### src/rtl/mem_burst_ctrl_pkg.sv
// Shared types and constants for the burst controller in front of the single-port memory.
package mem_burst_pkg;

  typedef enum logic [1:0] {
    IDLE  = 2'd0,
    ISSUE = 2'd1,
    WAIT  = 2'd2
  } state_e;

  localparam logic WR = 1'b1;
  localparam logic RD = 1'b0;

endpackage

### src/rtl/mem_burst_ctrl_if.sv
// Command, write-stream, read-stream and memory-side signals of the burst controller.
// "master" is the controller's view (it masters the memory); "slave" is the surrounding system.
interface mem_burst_ctrl_if #(
  parameter int DATA_LENGTH = 32,
  parameter int ADDR_SIZE   = 4,
  parameter int LEN_W       = ADDR_SIZE + 1
);

  logic                   cmd_valid;
  logic                   cmd_ready;
  logic                   cmd_wr_rd;
  logic [ADDR_SIZE-1:0]   cmd_addr;
  logic [LEN_W-1:0]       cmd_len;

  logic                   wr_valid;
  logic [DATA_LENGTH-1:0] wr_data;
  logic                   wr_ready;

  logic                   rd_valid;
  logic [DATA_LENGTH-1:0] rd_data;
  logic                   rd_ready;

  logic                   mem_valid;
  logic                   mem_wr_rd;
  logic [ADDR_SIZE-1:0]   mem_addr;
  logic [DATA_LENGTH-1:0] mem_wdata;
  logic [DATA_LENGTH-1:0] mem_rdata;
  logic                   mem_ready;

  logic                   busy;
  logic                   done;
  logic                   err;

  modport master (
    input  cmd_valid, cmd_wr_rd, cmd_addr, cmd_len,
    output cmd_ready,
    input  wr_valid, wr_data,
    output wr_ready,
    output rd_valid, rd_data,
    input  rd_ready,
    output mem_valid, mem_wr_rd, mem_addr, mem_wdata,
    input  mem_rdata, mem_ready,
    output busy, done, err
  );

  modport slave (
    output cmd_valid, cmd_wr_rd, cmd_addr, cmd_len,
    input  cmd_ready,
    output wr_valid, wr_data,
    input  wr_ready,
    input  rd_valid, rd_data,
    output rd_ready,
    input  mem_valid, mem_wr_rd, mem_addr, mem_wdata,
    output mem_rdata, mem_ready,
    input  busy, done, err
  );

endinterface

### src/rtl/mem_burst_ctrl.sv
// Burst controller: turns one command into a sequence of single memory accesses,
// with address wrap, read back-pressure and a ready-timeout watchdog.
module mem_burst_ctrl
  import mem_burst_pkg::*;
#(
  parameter int DATA_LENGTH = 32,
  parameter int ADDR_SIZE   = 4,
  parameter int LEN_W       = ADDR_SIZE + 1,
  parameter int TIMEOUT     = 15
) (
  input  logic               clk,
  input  logic               rst,
  mem_burst_ctrl_if.master   bus
);

  localparam int WD_W = $clog2(TIMEOUT + 1);

  state_e                 state_q, state_d;
  logic                   dir_q, dir_d;
  logic [ADDR_SIZE-1:0]   addr_q, addr_d;
  logic [LEN_W-1:0]       remain_q, remain_d;
  logic [WD_W-1:0]        wdog_q, wdog_d;
  logic                   rd_valid_q, rd_valid_d;
  logic [DATA_LENGTH-1:0] rd_data_q, rd_data_d;
  logic                   done_q, done_d;
  logic                   err_q, err_d;
  logic                   busy_q;

  logic                   rd_slot_free_s;
  logic                   issue_fire_s;

  // Fire qualification: a read may only issue once the output register can take the beat
  always_comb begin
    rd_slot_free_s = 1'b0;
    issue_fire_s   = 1'b0;
    if (!rd_valid_q || bus.rd_ready) begin
      rd_slot_free_s = 1'b1;
    end else begin
      rd_slot_free_s = 1'b0;
    end
    if (state_q == ISSUE) begin
      if (dir_q == WR) begin
        issue_fire_s = bus.wr_valid;
      end else begin
        issue_fire_s = rd_slot_free_s;
      end
    end else begin
      issue_fire_s = 1'b0;
    end
  end

  // Next-state and datapath updates of the burst sequencer
  always_comb begin
    state_d    = state_q;
    dir_d      = dir_q;
    addr_d     = addr_q;
    remain_d   = remain_q;
    wdog_d     = wdog_q;
    rd_data_d  = rd_data_q;
    done_d     = 1'b0;
    err_d      = err_q;
    // Draining the output register; a capture below overrides this
    if (rd_valid_q && bus.rd_ready) begin
      rd_valid_d = 1'b0;
    end else begin
      rd_valid_d = rd_valid_q;
    end

    case (state_q)
      IDLE: begin
        if (bus.cmd_valid) begin
          dir_d    = bus.cmd_wr_rd;
          addr_d   = bus.cmd_addr;
          remain_d = bus.cmd_len;
          err_d    = 1'b0;
          if (bus.cmd_len == {LEN_W{1'b0}}) begin
            done_d  = 1'b1;
            state_d = IDLE;
          end else begin
            state_d = ISSUE;
          end
        end else begin
          state_d = IDLE;
        end
      end

      ISSUE: begin
        if (issue_fire_s) begin
          wdog_d  = {WD_W{1'b0}};
          state_d = WAIT;
        end else begin
          state_d = ISSUE;
        end
      end

      WAIT: begin
        if (bus.mem_ready) begin
          if (dir_q == RD) begin
            rd_data_d  = bus.mem_rdata;
            rd_valid_d = 1'b1;
          end else begin
            rd_data_d  = rd_data_q;
          end
          addr_d   = addr_q + ADDR_SIZE'(1);
          remain_d = remain_q - LEN_W'(1);
          if (remain_q == LEN_W'(1)) begin
            done_d  = 1'b1;
            state_d = IDLE;
          end else begin
            state_d = ISSUE;
          end
        end else if (wdog_q == WD_W'(TIMEOUT - 1)) begin
          err_d   = 1'b1;
          done_d  = 1'b1;
          state_d = IDLE;
        end else begin
          wdog_d  = wdog_q + WD_W'(1);
          state_d = WAIT;
        end
      end

      default: begin
        state_d = IDLE;
      end
    endcase
  end

  // State and datapath registers
  always_ff @(posedge clk or negedge rst) begin
    if (!rst) begin
      state_q    <= IDLE;
      dir_q      <= 1'b0;
      addr_q     <= {ADDR_SIZE{1'b0}};
      remain_q   <= {LEN_W{1'b0}};
      wdog_q     <= {WD_W{1'b0}};
      rd_valid_q <= 1'b0;
      rd_data_q  <= {DATA_LENGTH{1'b0}};
      done_q     <= 1'b0;
      err_q      <= 1'b0;
      busy_q     <= 1'b0;
    end else begin
      state_q    <= state_d;
      dir_q      <= dir_d;
      addr_q     <= addr_d;
      remain_q   <= remain_d;
      wdog_q     <= wdog_d;
      rd_valid_q <= rd_valid_d;
      rd_data_q  <= rd_data_d;
      done_q     <= done_d;
      err_q      <= err_d;
      busy_q     <= (state_d != IDLE);
    end
  end

  assign bus.cmd_ready = (state_q == IDLE);
  assign bus.mem_valid = issue_fire_s;
  assign bus.wr_ready  = issue_fire_s && (dir_q == WR);
  assign bus.mem_wr_rd = dir_q;
  assign bus.mem_addr  = addr_q;
  assign bus.mem_wdata = bus.wr_data;
  assign bus.rd_valid  = rd_valid_q;
  assign bus.rd_data   = rd_data_q;
  assign bus.busy      = busy_q;
  assign bus.done      = done_q;
  assign bus.err       = err_q;

endmodule

### src/flat_wrapper.sv
// flat-port wrapper written by rule: the top's interface ports become plain ports
module mem_burst_ctrl_flat import mem_burst_pkg::*;
#(
  parameter int DATA_LENGTH = 32,
  parameter int ADDR_SIZE   = 4,
  parameter int LEN_W       = ADDR_SIZE + 1,
  parameter int TIMEOUT     = 15
)
  (clk, rst, bus_cmd_valid, bus_cmd_wr_rd, bus_cmd_addr, bus_cmd_len, bus_cmd_ready, bus_wr_valid, bus_wr_data, bus_wr_ready, bus_rd_valid, bus_rd_data, bus_rd_ready, bus_mem_valid, bus_mem_wr_rd, bus_mem_addr, bus_mem_wdata, bus_mem_rdata, bus_mem_ready, bus_busy, bus_done, bus_err);
  mem_burst_ctrl_if #(.DATA_LENGTH(DATA_LENGTH), .ADDR_SIZE(ADDR_SIZE), .LEN_W(LEN_W)) bus_i ();
  input  logic clk;
  input  logic rst;
  input wire logic [$bits(bus_i.cmd_valid)-1:0] bus_cmd_valid;
  input wire logic [$bits(bus_i.cmd_wr_rd)-1:0] bus_cmd_wr_rd;
  input wire logic [$bits(bus_i.cmd_addr)-1:0] bus_cmd_addr;
  input wire logic [$bits(bus_i.cmd_len)-1:0] bus_cmd_len;
  output wire logic [$bits(bus_i.cmd_ready)-1:0] bus_cmd_ready;
  input wire logic [$bits(bus_i.wr_valid)-1:0] bus_wr_valid;
  input wire logic [$bits(bus_i.wr_data)-1:0] bus_wr_data;
  output wire logic [$bits(bus_i.wr_ready)-1:0] bus_wr_ready;
  output wire logic [$bits(bus_i.rd_valid)-1:0] bus_rd_valid;
  output wire logic [$bits(bus_i.rd_data)-1:0] bus_rd_data;
  input wire logic [$bits(bus_i.rd_ready)-1:0] bus_rd_ready;
  output wire logic [$bits(bus_i.mem_valid)-1:0] bus_mem_valid;
  output wire logic [$bits(bus_i.mem_wr_rd)-1:0] bus_mem_wr_rd;
  output wire logic [$bits(bus_i.mem_addr)-1:0] bus_mem_addr;
  output wire logic [$bits(bus_i.mem_wdata)-1:0] bus_mem_wdata;
  input wire logic [$bits(bus_i.mem_rdata)-1:0] bus_mem_rdata;
  input wire logic [$bits(bus_i.mem_ready)-1:0] bus_mem_ready;
  output wire logic [$bits(bus_i.busy)-1:0] bus_busy;
  output wire logic [$bits(bus_i.done)-1:0] bus_done;
  output wire logic [$bits(bus_i.err)-1:0] bus_err;
  assign bus_i.cmd_valid = bus_cmd_valid;
  assign bus_i.cmd_wr_rd = bus_cmd_wr_rd;
  assign bus_i.cmd_addr = bus_cmd_addr;
  assign bus_i.cmd_len = bus_cmd_len;
  assign bus_cmd_ready = bus_i.cmd_ready;
  assign bus_i.wr_valid = bus_wr_valid;
  assign bus_i.wr_data = bus_wr_data;
  assign bus_wr_ready = bus_i.wr_ready;
  assign bus_rd_valid = bus_i.rd_valid;
  assign bus_rd_data = bus_i.rd_data;
  assign bus_i.rd_ready = bus_rd_ready;
  assign bus_mem_valid = bus_i.mem_valid;
  assign bus_mem_wr_rd = bus_i.mem_wr_rd;
  assign bus_mem_addr = bus_i.mem_addr;
  assign bus_mem_wdata = bus_i.mem_wdata;
  assign bus_i.mem_rdata = bus_mem_rdata;
  assign bus_i.mem_ready = bus_mem_ready;
  assign bus_busy = bus_i.busy;
  assign bus_done = bus_i.done;
  assign bus_err = bus_i.err;
  mem_burst_ctrl #(.DATA_LENGTH(DATA_LENGTH), .ADDR_SIZE(ADDR_SIZE), .LEN_W(LEN_W), .TIMEOUT(TIMEOUT)) u_core (.clk(clk), .rst(rst), .bus(bus_i));
endmodule
### config.mk
export PLATFORM = sky130hd
export DESIGN_NAME = mem_burst_ctrl_flat
export DESIGN_NICKNAME = d
export VERILOG_FILES = /design/src/rtl/mem_burst_ctrl_pkg.sv /design/src/rtl/mem_burst_ctrl_if.sv /design/src/rtl/mem_burst_ctrl.sv /design/src/flat_wrapper.sv
export SDC_FILE = /design/constraint.sdc
export NUM_CORES = 1
export LEC_CHECK = 0
export ABC_AREA = 1
export CAP_MARGIN = 20
export CORE_MARGIN = 10
export CORE_UTILIZATION = 38
export DETAILED_ROUTE_END_ITERATION = 8
export PLACE_DENSITY = 0.8
export RECOVER_POWER = 100
export SYNTH_ARGS = -nofsm -noshare
export SYNTH_HDL_FRONTEND = slang
export SYNTH_SLANG_ARGS = --single-unit
### constraint.sdc
create_clock -name clk -period 1.68 [get_ports clk]
set_clock_uncertainty 0.1 [all_clocks]
set_input_delay 0.168 -clock clk [delete_from_list [all_inputs] [get_ports clk]]
set_output_delay 0.168 -clock clk [all_outputs]
set_load 0.01 [all_outputs]
## Word level (Yosys, flattened, before mapping)

Index checks and enable logic that the tools add are counted.
Widths: inputs -> output; s select.

| word-level totals | value |
|---|---|
| output and inout port bits | 76 |
| word-level logic and storage cells | 72 |
| flip-flop bits (word level) | 52 |

| operators by class | value |
|---|---|
| eq/ne operators | 10 |
| $add $sub $neg | 3 |
| muxes and demuxes | 34 |
| bitwise gates (word level) | 1 |
| reduce and logical (&&, ||, !) cells | 14 |

Operator list:

| kind | number |
|---|---|
| $mux 4 | 5 |
| $mux 1 | 18 |
| $pmux 4 s2 | 2 |
| $mux 5 | 2 |
| $pmux 5 s2 | 1 |
| $add 4x1->4 const B | 2 |
| $ne 2x2->1 const B | 4 |
| $reduce_and 4->1 | 2 |
| $mux 2 | 3 |
| $pmux 2 s3 | 1 |
| $reduce_and 3->1 | 2 |
| $reduce_bool 2->1 | 3 |
| $eq 5x1->1 const B | 1 |
| $logic_not 5->1 | 1 |
| $sub 5x1->5 const B | 1 |
| $eq 4x4->1 const B | 1 |
| $ne 2x1->1 const B | 2 |
| $pmux 1 s2 | 2 |
| $eq 2x1->1 const B | 1 |
| $eq 2x2->1 const B | 1 |
| $logic_and 1x1->1 | 2 |
| $logic_not 2->1 | 1 |
| $reduce_and 2->1 | 1 |
| $logic_not 1->1 | 1 |
| 2 further kinds | 2 |

## Longest topological paths before layout

Gate-level depths: netlist (run 1).

| logic depth | value |
|---|---|
| depth in word-level cells | 8 |
| gate-level depth with buffers | 8 |
| gate-level depth less buffers | 7 |

## Least setup slack after synthesis (run 1)

Ideal clock, no wire load.

| path | value |
|---|---|
| path kind | reg2reg |
| start point | reg u_core.addr_q[0] (netlist: u_core.bus.mem_addr[0]) |
| end point | reg u_core.addr_q[1] (netlist: u_core.bus.mem_addr[1]) |
| setup time | 0.124 ns |
| stages on the path, launching flop included | 5 |
| path buffers | 0 |
| arrival | 1.140 ns |
| data required time | 1.456 ns |
| clock period less this slack | 1.364 ns |
| path slack | 0.316 ns |
| cells stage by stage | dfrtp_1 ha_1 or2_2 o211ai_1 nand2_1 |

| on the way | value |
|---|---|
| longest elaborated chain between the ends | 3 |

Ends and longest elaborated chain:

| element | RTL line | RTL |
|---|---|---|
| from (decl) | mem_burst_ctrl.sv:20 | `logic [ADDR_SIZE-1:0] addr_q, addr_d;` |
| from (signal assigned) | mem_burst_ctrl.sv:133 | `addr_q <= {ADDR_SIZE{1'b0}};` |
| from (signal assigned) | mem_burst_ctrl.sv:144 | `addr_q <= addr_d;` |
| $add 4x1->4 | mem_burst_ctrl.sv:104 | `addr_d = addr_q + ADDR_SIZE'(1);` |
| $mux 4 | mem_burst_ctrl.sv:97 | `if (bus.mem_ready) begin` |
| $pmux 4 s2 | mem_burst_ctrl.sv:69 | `case (state_q)` |

Every way passes these cells. The select of a mux whose other input is x is not followed.
A chain may end at the register's enable or synchronous reset.

## Worst setup path in the final report (run 1)

| path | value |
|---|---|
| start point | reg u_core.addr_q[0] (netlist: u_core.bus.mem_addr[0]) |
| end point | out bus_mem_addr[0] |

RTL lines:

| element | RTL line | RTL |
|---|---|---|
| to (decl) | flat_wrapper.sv:26 | `output wire logic [$bits(bus_i.mem_addr)-1:0] bus_mem_addr;` |

No word-level cell between the ends.

==> flow_metrics.tcl, run 1 <==
set metrics [dict create \
    synth_cell_type_count 23 \
    cp.arrival_ns 1.34 \
    die_y_um 104 \
    drt_wl_total_mm 6.99 \
    synth_edf_count 0 \
    cp_max_fo 6 \
    synth_top_area_share_pct 48.1 \
    p_int_uw 3320 \
    synth_warnings 0 \
    hold_path_class "primary input to output pin" \
    design_area_um2 3610 \
    grt_max_degree 53 \
    die_w_um 104 \
    htreeDepth 2 \
    syn_area_per_cell_um2 7.96 \
    fin_hold_ws_ns 0.236 \
    diodes 0 \
    grt_usage_pct 12.7 \
    netlist_area_um2 2710 \
    p_seq_share_pct 38.4 \
    top_level_ports 156 \
    synth_top_area_cell "dfrtp_1" \
    via_per_inst 4.71 \
    fmax_mhz 620 \
    floorplan.initialDensity_pct 39.4 \
    period_needed_ns 1.61 \
    maxSlewViolCount 0 \
    port_buffers 91 \
    cpPeakStageDelay_ns 0.59 \
    final-hold-violation-count 0 \
    cts_made_buffers 5 \
    hpwl_mm 5.35 \
    post-cts-setup-buffers 0 \
    fin_crit_sh_pct 96.0 \
    clockRootBuffer "clkbuf_8" \
    tightest_slew_ns 0.709 \
    nNetsFinal 489 \
    clock-sinks 52 \
    p_comb_share_pct 48.7 \
    grt-ovfl-total 0 \
    areaGrowthSynthToFinish_pct 33.3 \
    cts_tree "done" \
    rows 30 \
    synthTopCellsByArea "dfrtp_1, nand2_1, nand3_1" \
    cp-end-kind "output pin" \
    antenna_left 0 \
    outcome "completed" \
    routabilityCongestion 0.821 \
    async_reset_ff_share_pct 100 \
    final_common_cell "nand2_1" \
    yosysSeqAreaShare_pct 48.1 \
    cap_violations 0 \
    drtIter0Drc 143 \
    grt_pass1_vias 2323 \
    antenna_found_initial 0 \
    irDropWorstVdd_uv 1090 \
    insertion_delay_ns 0.30 \
    startpoint_type "flip-flop" \
    path_class "flip-flop to output pin" \
    power_frac_clock_pct 12.9 \
    switchingPower_uw 2240 \
    p_leak_uw 0.00188 \
    synth_fp_nets 425 \
    power_uw 5560 \
    nFillCells 639 \
    layout.cells.non_filler 501 \
    place_inst 492 \
    synth-seq-cells 52 \
    cts.clk_slew.worst_paths_ns 0.10 \
    crit_required_ns 1.41 \
    route.detailed.drc 0 \
    first_pass_iters 4 \
    critPathBufInv 1 \
    cts_max_path_buffers 2 \
    finalSetupViolCount 0 \
    grt_first_pass_wirelength_mm 11.7 \
    dieArea_um2 10900 \
    p_per_area_nw_per_um2 1540 \
    slew-limit-headroom_pct 52.7 \
    swShare_pct 40.3 \
    crit_family "buffers and inverters" \
    vias 2359 \
    wire_per_inst_um 14.0 \
    cpMaxStageDelayCell "clkdlybuf4s50_1" \
    fp.coreArea_um2 6870 \
    final_cell_mix "nand2_1, dfrtp_1, nand3_1, clkdlybuf4s50_1, dlygate4sd3_1" \
    ys.flop_type "dfrtp_1" \
    drive_above_1_share_pct 7.16 \
    dpl_cell_area_um2 3510 \
    path_cells "clkdlybuf4s50_1" \
    netlist_instances 340 \
]
## Yosys cell counts (2+ instances only)
master / n
nand4_1: 2
o21ai_0: 7
o211ai_1: 2
nand3_2: 2
or2_2: 2
ha_1: 5
nor2_1: 8
inv_1: 24
dfrtp_1: 52
nand2_1: 129
nand3_1: 52
clkbuf_1: 3
nand2_2: 3
buf_6: 2
xnor2_1: 2
buf_2: 7
buf_4: 32
## registers in the layout, summed over array words and instances (netlist names)
| name | flops |
|---|---|
| u_core.bus.mem_addr | 4 |
| u_core.bus.rd_data | 32 |
| u_core.remain_q | 5 |
| u_core.bus.err | 1 |
| u_core.bus.rd_valid | 1 |
| u_core.bus.mem_wr_rd | 1 |
| u_core.bus.done | 1 |
| u_core.bus.busy | 1 |
| u_core.state_q | 2 |
| u_core.wdog_q | 4 |
## power by group through the flow
stage          sequential, uW  combinational [uW]  clock (uW)
3_5_place_dp             2170                2910           0
4_1_cts                  2160                2890         748
3_3_place_gp             2140                2830           0
6_report                 2140                2700         717
5_1_grt                  2210                3050         790
2_1_floorplan            2330                1320           0
## final cells by class
cell class	count	area (um2)	area share, %
Tap cell	96	120	3.33
Clock buffer	6	72.6	2.01
Timing Repair Buffer	101	983	27.3
Inverter	26	97.6	2.71
Multi-Input combinational cell	218	1010	28.1
Sequential cell	52	1300	36.1
Clock inverter	2	16.3	0.451
## layer usage
layer  routed length, um  vias to the layer above  GRT usage (%)
li1                    -                     1162              -
met1                3100                     1094           15.9
met2                3250                       91           19.7
met3                 565                       12           5.14
met4                  80                        0           3.38
met5                   0                        -              0
## cells by family after synthesis
| group | Yosys count | share of synthesized area (%) |
|---|---|---|
| AO/OA/AOI/OAI | 9 | 1.85 |
| adder cells (fa/ha/maj) | 5 | 2.31 |
| AND/OR/NAND/NOR | 201 | 31.7 |
| buffers and inverters | 70 | 15.0 |
| XOR/XNOR | 3 | 0.972 |
| flip-flops | 52 | 48.1 |
## path summary, 6_finish.rpt
check                                        from                endpoint  slack [ns]  depth (start not counted)
min                               bus_wr_data[21]       bus_mem_wdata[21]        0.24                          0
max in group asynchronous                     rst        u_core.wdog_q[1]        0.55                          3
max reg2reg                     u_core.state_q[1]      u_core.remain_q[4]        0.15                          7
min in group asynchronous                     rst  u_core.bus.mem_addr[3]        0.43                          3
min reg2reg                u_core.bus.rd_data[27]  u_core.bus.rd_data[27]        0.37                          2
max                        u_core.bus.mem_addr[0]         bus_mem_addr[0]        0.07                          1
## stage by stage
stage          util (%)   TNS (ns)  worst slack, ns
6_report           52.5          0           0.0678
2_1_floorplan         -          0            0.316
3_5_place_dp       51.2    -0.0254          -0.0254
4_1_cts            52.6          0           0.0182
3_3_place_gp       51.2   -0.00330         -0.00330
5_1_grt            52.5  -0.000901        -0.000901
## repair_timing
| item | 4_1_cts | 5_1_grt |
|---|---|---|
| endpoints found under the hold margin | 52 | 0 |
| gates resized for setup | 4 | 7 |
| pin swaps | 0 | 1 |
| gates cloned | 0 | 0 |
| setup endpoints to repair | 3 | 8 |
| hold buffers | 1 | 0 |
Note: power is estimated with default switching activity, not from simulation.
==> run 2, diff against run 1 <==
CAP_MARGIN = unset   (was 20)
CORE_UTILIZATION = 39   (was 38)
DONT_BUFFER_PORTS = 1   (was unset)
PLACE_DENSITY = unset   (was 0.8)
==> run 2 against run 1 <==
  * Cell area fell by 14%
  * Clock power rose by 5.6%
  * Sequential cell count did not move
  * Combinational power fell by 37%
  * Non-clock buffer count fell by 48
  * Wire length rose by 1.7%
  * Sequential power rose by 14%
  * First-iteration DRC count fell by 12%
  * Fmax rose by 3.5%
  * Hold slack got worse by 0.23 ns
  * Clock-buffer cell count fell by 1
  * Die area fell by 2.1%
  * Largest cell class unchanged
==> flow_metrics.tcl, run 2 (synthesized netlist as in run 1, its figures left out) <==
set metrics [dict create \
    outcome "completed" \
    fin_crit_sh_pct 92.7 \
    drtIter0Drc 126 \
    grt_usage_pct 13.1 \
    grt_first_pass_wirelength_mm 11.2 \
    fin_setup_tns_ns 0 \
    maxSlewViolCount 0 \
    grt-ovfl-total 0 \
    grt_max_degree 53 \
    drive_above_1_share_pct 7.00 \
    dpl_cell_area_um2 2580 \
    p_leak_uw 0.00165 \
    cts_max_path_buffers 2 \
    fmax_mhz 642 \
    hold_path_class "primary input to flip-flop" \
    fp.coreArea_um2 6760 \
    startpoint_type "flip-flop" \
    final-hold-violation-count 0 \
    clock-sinks 52 \
    post-cts-setup-buffers 0 \
    antenna_found_initial 0 \
    nFillCells 651 \
    cts_made_buffers 5 \
    areaGrowthSynthToFinish_pct 14.2 \
    clockRootBuffer "clkbuf_8" \
    vias 2120 \
    die_w_um 103 \
    top_level_ports 156 \
    cp-end-kind "output pin" \
    route.detailed.drc 0 \
    grt_setup_unrepaired "no" \
    port_buffers 0 \
    cp_max_fo 6 \
    cp.arrival_ns 1.29 \
    fin_util_pct 45.7 \
    largest_reg_flops 32 \
    wire_per_inst_um 16.2 \
    hpwl_mm 5.02 \
    final_cell_mix "nand2_1, nand3_1, dfrtp_1" \
    grt_pass1_vias 2192 \
    first_pass_iters 4 \
    floorplan.initialDensity_pct 40.0 \
    via_per_inst 4.84 \
    tightest_slew_ns 0.718 \
    routabilityCongestion 0.802 \
    antenna_left 0 \
    nNetsFinal 441 \
    irDropWorstVdd_uv 711 \
    period_needed_ns 1.56 \
    slew-limit-headroom_pct 52.1 \
    htreeDepth 2 \
    dieArea_um2 10700 \
    final_common_cell "nand2_1" \
    rows 30 \
    insertion_delay_ns 0.31 \
    fin_hold_ws_ns 0.00854 \
    power_uw 4890 \
    path_class "flip-flop to output pin" \
    drt_wl_total_mm 7.11 \
    cap_violations 0 \
    p_per_area_nw_per_um2 1580 \
    design_area_um2 3090 \
    finalSetupViolCount 0 \
    cts_tree "done" \
    crit_required_ns 1.41 \
    die_y_um 103 \
    cts.clk_slew.worst_paths_ns 0.10 \
]
-- run 2: worst paths after layout --
kind	start	endpoint	slack, ns	cells after the start
max in group asynchronous	rst	u_core.bus.mem_wr_rd	0.60	2
worst max-delay path	u_core.state_q[1]	bus_mem_valid	0.12	3
min in group asynchronous	rst	u_core.bus.rd_valid	0.38	2
worst max register to register	u_core.state_q[1]	u_core.wdog_q[1]	0.13	5
worst min register to register	u_core.remain_q[2]	u_core.remain_q[2]	0.44	2
worst min-delay path	bus_mem_ready	u_core.bus.err	0.009	3
-- run 2: per-stage QoR --
| stage | cells | worst slack, ns |
|---|---|---|
| after global placement | 386 | 0.303 |
| after floorplan | 340 | 0.316 |
| final | 438 | 0.123 |
| after detailed placement | 386 | 0.229 |
| after global routing | 437 | 0.00598 |
| after CTS | 437 | 0.0337 |
-- run 2: repair_timing --
item / in CTS / in global routing
endpoints found under the setup margin: 1 / 2
resized for setup: 2 / 2
hold buffers: 43 / 0
endpoints found under the hold margin: 93 / 0
-- run 2: layout make-up --
class	instances	area, um2	area share, %
Sequential cell	52	1300	42.1
Multi-Input combinational cell	218	995	32.2
Timing Repair Buffer	53	495	16.0
Tap cell	80	100	3.24
Inverter	26	98.8	3.20
Clock buffer	5	68.8	2.23
Clock inverter	3	27.5	0.891
Antenna cell	1	2.50	0.0810
-- run 2: worst max-delay path, cell delays in order, from the launching register on --
cell and delay [ns]:
dfrtp_1 0.46, nor2_2 0.22, nand3_2 0.17, inv_1 0.14
-- run 2: power by group --
| group | total (uW) | switching, uW | leakage, uW | internal [uW] |
|---|---|---|---|---|
| registers | 2440 | 651 | 0.000657 | 1790 |
| clock network | 757 | 450 | 0.0000463 | 307 |
| logic | 1700 | 1080 | 0.000946 | 620 |
-- run 2: metal layers --
metal  wire length [um]  GRT usage (%)
met1               2850           15.3
met2               3340           20.7
met3                831           6.31
met4                 97           4.39
met5                  0              0
==> run 3, diff against run 2 <==
CORE_MARGIN = 2   (was 10)
CTS_BUF_LIST = sky130_fd_sc_hd__clkbuf_4   (was unset)
PLACE_DENSITY = 0.51   (was unset)
==> run 3 against run 2 <==
  * Cell area rose by 3.2%
  * Clock-buffer cell count unchanged
  * Die area fell by 29%
  * Critical path type is now flip-flop to flip-flop
  * Largest cell class unchanged
  * Largest power group unchanged
==> flow_metrics.tcl, run 3 (synthesized netlist as in run 1, its figures left out) <==
set metrics [dict create \
    tightest_slew_ns 0.378 \
    grt_max_degree 53 \
    reg2reg_slack_ns 0.1 \
    grt-ovfl-total 0 \
    crit_end "u_core.bus.rd_data[7]" \
    finalSetupViolCount 0 \
    fin_crit_sh_pct 94.1 \
    hold_path_class "primary input to asynchronous set/reset pin" \
    drt_wl_total_mm 6.20 \
    cts.clk_slew.worst_paths_ns 0.16 \
    antenna_left 0 \
    htreeDepth 2 \
    drive_above_1_share_pct 9.26 \
    crit_required_ns 1.90 \
    dieArea_um2 7620 \
    design_area_um2 3190 \
    startpoint_type "flip-flop" \
    routabilityCongestion 0.790 \
    outcome "completed" \
    floorplan.initialDensity_pct 40.0 \
    hpwl_mm 4.19 \
    grt_usage_pct 16.5 \
    irDropWorstVdd_uv 536 \
    fp.coreArea_um2 6760 \
    cts_made_buffers 5 \
    cp_max_fo 7 \
    crit_path_start "u_core.state_q[0]" \
    via_per_inst 4.83 \
    p_per_area_nw_per_um2 1530 \
    final-hold-violation-count 0 \
    rr_startpoint "u_core.state_q[0]" \
    die_w_um 87.3 \
    antenna_found_initial 0 \
    rows 30 \
    reg2reg_depth 6 \
    clock-sinks 52 \
    largest_reg_flops 32 \
    nNetsFinal 451 \
    die_y_um 87.3 \
    power_uw 4880 \
    path_class "flip-flop to flip-flop" \
    setup_slack_ns 0.0986 \
    met3_length_um 530 \
    port_buffers 0 \
    period_needed_ns 1.58 \
    r2r_end "u_core.bus.rd_data[7]" \
    clockRootBuffer "clkbuf_4" \
    vias 2161 \
    p_leak_uw 0.00169 \
    final_common_cell "nand2_1" \
    cts_tree "done" \
    cts_max_path_buffers 2 \
    top_layer_used "met4" \
    route.met2.wl_mm 2.93 \
    grt_pass1_vias 2113 \
    first_pass_iters 4 \
    cap_violations 0 \
    maxSlewViolCount 0 \
    dpl_cell_area_um2 2560 \
    nFillCells 676 \
    place_inst 385 \
    wire_per_inst_um 13.9 \
    wl_met1_mm 2.68 \
    final_cell_mix "nand2_1, nand3_1, dfrtp_1" \
    top_level_ports 156 \
    dp_slack_ns 0.152 \
    route.detailed.drc 0 \
    grt_first_pass_wirelength_mm 9.98 \
    layout.cells.non_filler 447 \
    cp.arrival_ns 1.80 \
    slew-limit-headroom_pct 74.8 \
    cp-end-kind "flip-flop" \
    diodes 0 \
    fmax_mhz 632 \
    insertion_delay_ns 0.37 \
    drtIter0Drc 92 \
    areaGrowthSynthToFinish_pct 17.9 \
]
run 3: cell count changes in the layout (fill, tap and decap cells not counted), sizes merged:
cell	before	now
clkbuf	9	8
clkinv	2	1
bufinv	0	1
diode	1	0
dlygate4sd3	42	49
buf	7	11
run 3: final cells by class:
cell class / count / area, um2 / area share (%)
flip-flops and latches: 52 / 1300 / 40.8
multi-input cells: 218 / 1000 / 31.3
repair buffers: 63 / 608 / 19.1
inverters: 26 / 100 / 3.14
well taps: 80 / 100 / 3.14
clock inverters: 3 / 42.5 / 1.33
clock buffers: 5 / 37.5 / 1.18
run 3: where the power goes:
part	leakage (uW)	internal, uW	total [uW]	switching (uW)
Combinational	0.000993	658	1740	1080
Clock	0.0000412	311	718	407
Sequential	0.000657	1780	2420	636
Total	0.00169	2750	4880	2130
run 3: worst min-delay path by stage:
stage / slack (ns) / cells after the start / to
global placement: -0.23 / 0 / u_core.remain_q[0]
global route: 0.20 / 2 / u_core.remain_q[0]
CTS: 0.18 / 2 / u_core.remain_q[0]
floorplan: -0.23 / 0 / u_core.bus.busy
detailed placement: -0.23 / 0 / u_core.remain_q[0]
finish: 0.18 / 2 / u_core.remain_q[0]
run 3: metal layers:
metal / up-vias / GRT usage [%]
met5: - / 0
met4: 0 / 4.62
met3: 8 / 5.78
met2: 87 / 26.4
met1: 985 / 21.1
li1: 1081 / -
run 3: worst max-delay path, stage by stage (launching register included):
cell,delay [ns]
dfrtp_1,0.44
inv_2,0.09
nand3_2,0.10
inv_4,0.10
nand3_1,0.07
dlygate4sd3_1,0.57
nand2_1,0.07
run 3: stage by stage:
| stage | hold WS [ns] | utilization [%] | setup TNS (ns) |
|---|---|---|---|
| floorplan | -0.228 | - | 0 |
| global placement | -0.226 | 37.9 | 0 |
| detailed placement | -0.226 | 37.9 | 0 |
| CTS | 0.180 | 46.9 | 0 |
| global route | 0.196 | 47.2 | -0.00625 |
| finish | 0.180 | 47.2 | 0 |
run 3: timing repair:
| action | 4_1_cts | 5_1_grt |
|---|---|---|
| hold buffers | 50 | 0 |
| endpoints found under the setup margin | 1 | 2 |
| buffers inserted | 0 | 4 |
| endpoints found under the hold margin | 99 | 0 |
| resized for setup | 2 | 5 |
| pin swaps | 0 | 0 |
==> patch 1, RTL diff (settings of run 1) <==
`TIMEOUT` is set to 15 in 2 places; all go to 30.
--- a/src/rtl/mem_burst_ctrl.sv
+++ b/src/rtl/mem_burst_ctrl.sv
@@ -6,7 +6,7 @@
   parameter int DATA_LENGTH = 32,
   parameter int ADDR_SIZE   = 4,
   parameter int LEN_W       = ADDR_SIZE + 1,
-  parameter int TIMEOUT     = 15
+  parameter int TIMEOUT     = 30
 ) (
   input  logic               clk,
   input  logic               rst,
--- a/src/flat_wrapper.sv
+++ b/src/flat_wrapper.sv
@@ -4,7 +4,7 @@
   parameter int DATA_LENGTH = 32,
   parameter int ADDR_SIZE   = 4,
   parameter int LEN_W       = ADDR_SIZE + 1,
-  parameter int TIMEOUT     = 15
+  parameter int TIMEOUT     = 30
 )
   (clk, rst, bus_cmd_valid, bus_cmd_wr_rd, bus_cmd_addr, bus_cmd_len, bus_cmd_ready, bus_wr_valid, bus_wr_data, bus_wr_ready, bus_rd_valid, bus_rd_data, bus_rd_ready, bus_mem_valid, bus_mem_wr_rd, bus_mem_addr, bus_mem_wdata, bus_mem_rdata, bus_mem_ready, bus_busy, bus_done, bus_err);
   mem_burst_ctrl_if #(.DATA_LENGTH(DATA_LENGTH), .ADDR_SIZE(ADDR_SIZE), .LEN_W(LEN_W)) bus_i ();
Formal check against the unedited RTL: same outputs for any inputs over 4 cycles, from zero or initial values and one cycle with rst low; that may be too few to reach the edited logic, so the function may still have changed.
==> patch 1 against run 1 <==
  * Sequential cell count rose by 1
  * Sequential share of layout area fell by 0.30 points
  * Total power rose by 4.0%
  * Critical endpoint is now bus_err
  * Routed wire length rose by 5.3%
  * Via count rose by 4.2%
  * Design area rose by 2.8%
  * Area after synthesis rose by 3.1%
  * Clock power rose by 21%
  * Fmax rose by 0.42%
  * Setup slack improved by 6.7 ps
  * Synthesized cell count rose by 3.8%
==> patch 1: results (changes against run 1) <==
synth unique cells 22 (-4.3%); static leakage 1.924 nW (+2.3%); hold path startpoint bus_wr_data[20]; GRT Overall Usage 0.1270 (about the same); vias 2459 (+4.2%); routability congestion estimate 0.8313 (+1.2%); Hold Slack 236.0 ps (+0.001000 ps); pre-CTS setup slack -13.53 ps (+11.84 ps); Critical Path Start u_core.bus.err; Synth Net Count 438 (+3.1%); first-pass GRT wire length 12.00 mm (+3.0%); maximum fanout along the worst path 2 (-4); min Tclk post-route 1606 ps (-6.679 ps); status completed; H-tree Lvls 2 (unchanged); largest cells by area after synthesis dfrtp_1 48%, nand2_1 18%, nand3_1 10%, buf_4 9.4%, inv_1 3.4%; slew margin rel. 0.5788 (+0.05176); reg2reg setup slack 130 ps (-20 ps); post-synthesis sequential area ratio 0.4758 (-0.005273); FF-to-FF End u_core.bus.busy; worst hold endpoint bus_mem_wdata[20]; maximum vdd drop 0.0009152 V (-16%); Final HPWL DP 5.660 mm (+5.8%); Worst path max stage delay 620 ps (+30 ps); HP Class in2out; pin count of the biggest net entering global routing 36 (-32%); nets 503 (+2.9%); Detailed Route Iter0 Violations 94 (-34%); layout cells sized above 1 0.06444 (-0.007166); R2R cell count 6 (-1); Critical R2R Launch u_core.state_q[0]; Worst Setup EP bus_err; Post-synth top cells 134 x nand2_1, 58 x nand3_1, 53 x dfrtp_1, 35 x buf_4, 25 x inv_1; WL final 7.359 mm (+5.3%); Slowest cell on crit path dlygate4sd3_1
-- patch 1: timing repair --
action | in CTS | in global routing
resized for setup | 4 | 6
hold buffers | 1 | 0
hold endpoints to repair | 25 | 0
endpoints found under the setup margin | 3 | 7
-- patch 1: final cells by class --
class	instances	area (um^2)	area share
clock buffers	6	72.57	0.01958
inverters	28	105.1	0.02836
flip-flops and latches	53	1326	0.3579
multi-input cells	229	1056	0.2849
repair buffers	101	983.4	0.2654
well taps	99	123.9	0.03342
clock inverters	2	38.79	0.01047
-- patch 1: report_power, final --
part           internal, mW  total, mW  switching [mW]
sequential             1.80       2.15           0.345
clock                 0.448      0.870           0.422
combinational          1.25       2.76            1.51
total                  3.50       5.78            2.28
-- patch 1: stage by stage --
| step | std cells | instance area, um^2 | TNS, ps |
|---|---|---|---|
| CTS | 518 | 3706 | 0 |
| detailed placement | 509 | 3586 | -13.53 |
| floorplan | 353 | 2788 | 0 |
| global route | 518 | 3706 | 0 |
| finish | 518 | 3706 | 0 |
| global placement | 509 | 3586 | -8.458 |
-- patch 1: per-layer routing --
layer | vias up | share of wire | global-route usage
met1 | 1154 | 0.42 | 0.1517
met5 | - | 0 | 0
li1 | 1207 | - | -
met3 | 8 | 0.085 | 0.04568
met4 | 0 | 0.0098 | 0.03868
met2 | 90 | 0.49 | 0.2089
-- patch 1: cells by family after synthesis --
| group | Yosys count | share of synthesized area |
|---|---|---|
| flip-flops | 53 | 0.4758 |
| XOR/XNOR | 1 | 0.003142 |
| buffers and inverters | 71 | 0.1539 |
| adder cells (fa/ha/maj) | 5 | 0.02244 |
| AO/OA/AOI/OAI | 9 | 0.01795 |
| AND/OR/NAND/NOR | 214 | 0.3268 |
==> patch 2, RTL diff (settings of run 1) <==
Made on the original files. Encoding of `state_e`: now one-hot (3 bits for 3 states).
--- a/src/rtl/mem_burst_ctrl_pkg.sv
+++ b/src/rtl/mem_burst_ctrl_pkg.sv
@@ -1,10 +1,10 @@
 // Shared types and constants for the burst controller in front of the single-port memory.
 package mem_burst_pkg;
 
-  typedef enum logic [1:0] {
-    IDLE  = 2'd0,
-    ISSUE = 2'd1,
-    WAIT  = 2'd2
+  typedef enum logic [2:0] {
+    IDLE  = 3'b001,
+    ISSUE = 3'b010,
+    WAIT  = 3'b100
   } state_e;
 
   localparam logic WR = 1'b1;
Check against the original RTL: same outputs for any inputs over 4 cycles, from zero or initial values and one cycle with rst low; so few cycles prove little.
==> patch 2 against run 1 <==
  * Critical endpoint is now bus_mem_addr[2]
  * Fmax increased by 1.6%
  * Design area is 2.4% higher
  * Sequential power decreased by 10%
  * Utilization down 1.0 points
  * Combinational power is 24% lower
  * Synthesized cell count increased by 0.88%
  * Area after synthesis is 2.4% higher
  * Sequential cell count is 1 higher
  * First-iteration DRC count decreased by 4.9%
  * Routed wire length increased by 4.2%
  * Setup slack better by 26 ps
  * Total power shrank 13%
==> patch 2: results (changes against run 1) <==
status completed; Clock Path Buffers 2 (unchanged); HP Class in2out; maximum fanout along the worst path 5 (-1); mux contribution to synthesized area 0 (unchanged); slew margin rel. 0.5150 (-0.01206); Final HPWL DP 5.475 mm (+2.4%); layout cells sized above 1 0.09443 (+0.02283); first-pass GRT wire length 11.78 mm (+1.1%); EDFF count, synth 0 (unchanged); TritonRoute pass-1 iters 4 (unchanged); GRT Overall Usage 0.1273 (+0.0002482); Adder-Cell Fraction of Synth Area 0.02259 (-0.0005330); Antenna diodes 0 (unchanged); Placed Area 3567 um^2 (+1.5%); largest cells by area after synthesis dfrtp_1 47%, nand2_1 17%, buf_4 9.8%, nand3_1 9.8%, inv_1 3.5%; Synth Net Count 428 (+0.71%); post-synthesis sequential area ratio 0.4794 (-0.001596); post-synthesis compound-gate area fraction 0.01808 (-0.0004264); R2R cell count 7 (unchanged); FF-to-FF End u_core.bus.rd_data[24]; clock slew seen by the registers of the worst setup and hold paths 100 ps (about the same); routability congestion estimate 0.7876 (-4.1%); nets 497 (+1.6%); Post-synth top cells 125 x nand2_1, 54 x nand3_1, 52 x dfrtp_1, 36 x buf_4, 26 x inv_1; initial antenna violation count 0 (unchanged); ys flop type dfrtp_1; Critical R2R Launch u_core.state_q[0]; synth unique cells 22 (-4.3%); H-tree Lvls 2 (unchanged); clock root buffer clkbuf_8; reg2reg setup slack 180 ps (+30 ps); fraction of registers with async set/reset 1.000 (unchanged); Worst path max stage delay 570 ps (-20 ps); vias in the first global route 2405 (+3.5%); static leakage 1.911 nW (+1.6%); Worst Setup EP bus_mem_addr[2]; Detailed Route Iter0 Violations 136 (-4.9%); CTS buffer count 5 (unchanged); max FFs per register 32 (unchanged); pin count of the biggest net entering global routing 54 (+1.9%); WL final 7.283 mm (+4.2%); Slowest cell on crit path clkdlybuf4s50_1; Critical Path AT 1320 ps (-20 ps); xor-xnor portion of the synthesized cell area 0.006326 (-0.003387); worst-skew pair later-pin latency 300 ps (about the same); Critical Path Start u_core.bus.mem_addr[2]; vias 2424 (+2.8%); maximum vdd drop 0.0005219 V (-52%); Worst path top cell family by delay buffers and inverters; yosys warns 0 (unchanged); Port Buf Inserts 91 (unchanged)
==> patch 2: kinds of logic (layout without fill, tap and decap cells) <==
logic type / Yosys count / count (layout)
AOI/OAI and AO/OA: 10 / 10
xor gates and xnor gates: 2 / 2
adders and majority gates: 5 / 5
buffers and inverters: 72 / 142
DFF: 53 / 53
and+or+nand+nor: 201 / 201
==> patch 2: through the flow <==
stage               setup TNS [ps]  std cells  power [mW]  hold slack (ps)  worst slack (ps)
floorplan                        0        343       2.990           -227.6             434.4
CTS                              0        510       4.889            236.1             2.541
detailed placement          -263.9        501       4.001            85.96            -160.4
finish                           0        512       4.845            236.0             93.73
global route                     0        512       5.219            236.0             5.503
global placement            -234.2        501       3.918            84.62            -139.5
==> patch 2: worst min path at each step <==
| stage | to | slack, ps | cells past startpoint | start |
|---|---|---|---|---|
| 2_1_floorplan | u_core.bus.busy | -230 | 0 | rst |
| 3_3_place_gp | u_core.bus.mem_addr[0] | 80 | 2 | rst |
| 3_5_place_dp | u_core.bus.mem_addr[0] | 90 | 2 | rst |
| 4_1_cts | bus_mem_wdata[10] | 240 | 0 | bus_wr_data[10] |
| 5_1_grt | bus_mem_wdata[18] | 240 | 0 | bus_wr_data[18] |
| 6_report | bus_mem_wdata[0] | 240 | 0 | bus_wr_data[0] |
==> patch 2: cell type report <==
type	instances	area, um^2
Clock buffer	5	68.82
Clock inverter	3	43.79
Fill cell	669	3482
Inverter	29	111.4
Multi-Input combinational cell	218	1016
Sequential cell	53	1328
Tap cell	99	123.9
Timing Repair Buffer	105	1002
==> patch 2: routing by layer <==
metal | GRT usage | up-vias | wire (um)
met4 | 0.03529 | 0 | 92
li1 | - | 1184 | -
met2 | 0.2231 | 103 | 3768
met3 | 0.04385 | 12 | 473
met1 | 0.1433 | 1125 | 2948
met5 | 0 | - | 0
==> patch 2: power breakdown <==
group	leakage [nW]	total, mW	switching [mW]	internal (mW)
Sequential	0.706	1.92	0.265	1.65
Combinational	1.15	2.06	1.07	0.985
Clock	0.0585	0.870	0.423	0.447
==> patch 2: repair_timing <==
item                       CTS  global route
gates cloned                 0             0
pin swaps                    0             3
resized for setup            8             7
hold endpoints to repair    52             0
hold buffers                 1             0
setup buffers                0             2
setup endpoints to repair    3            10
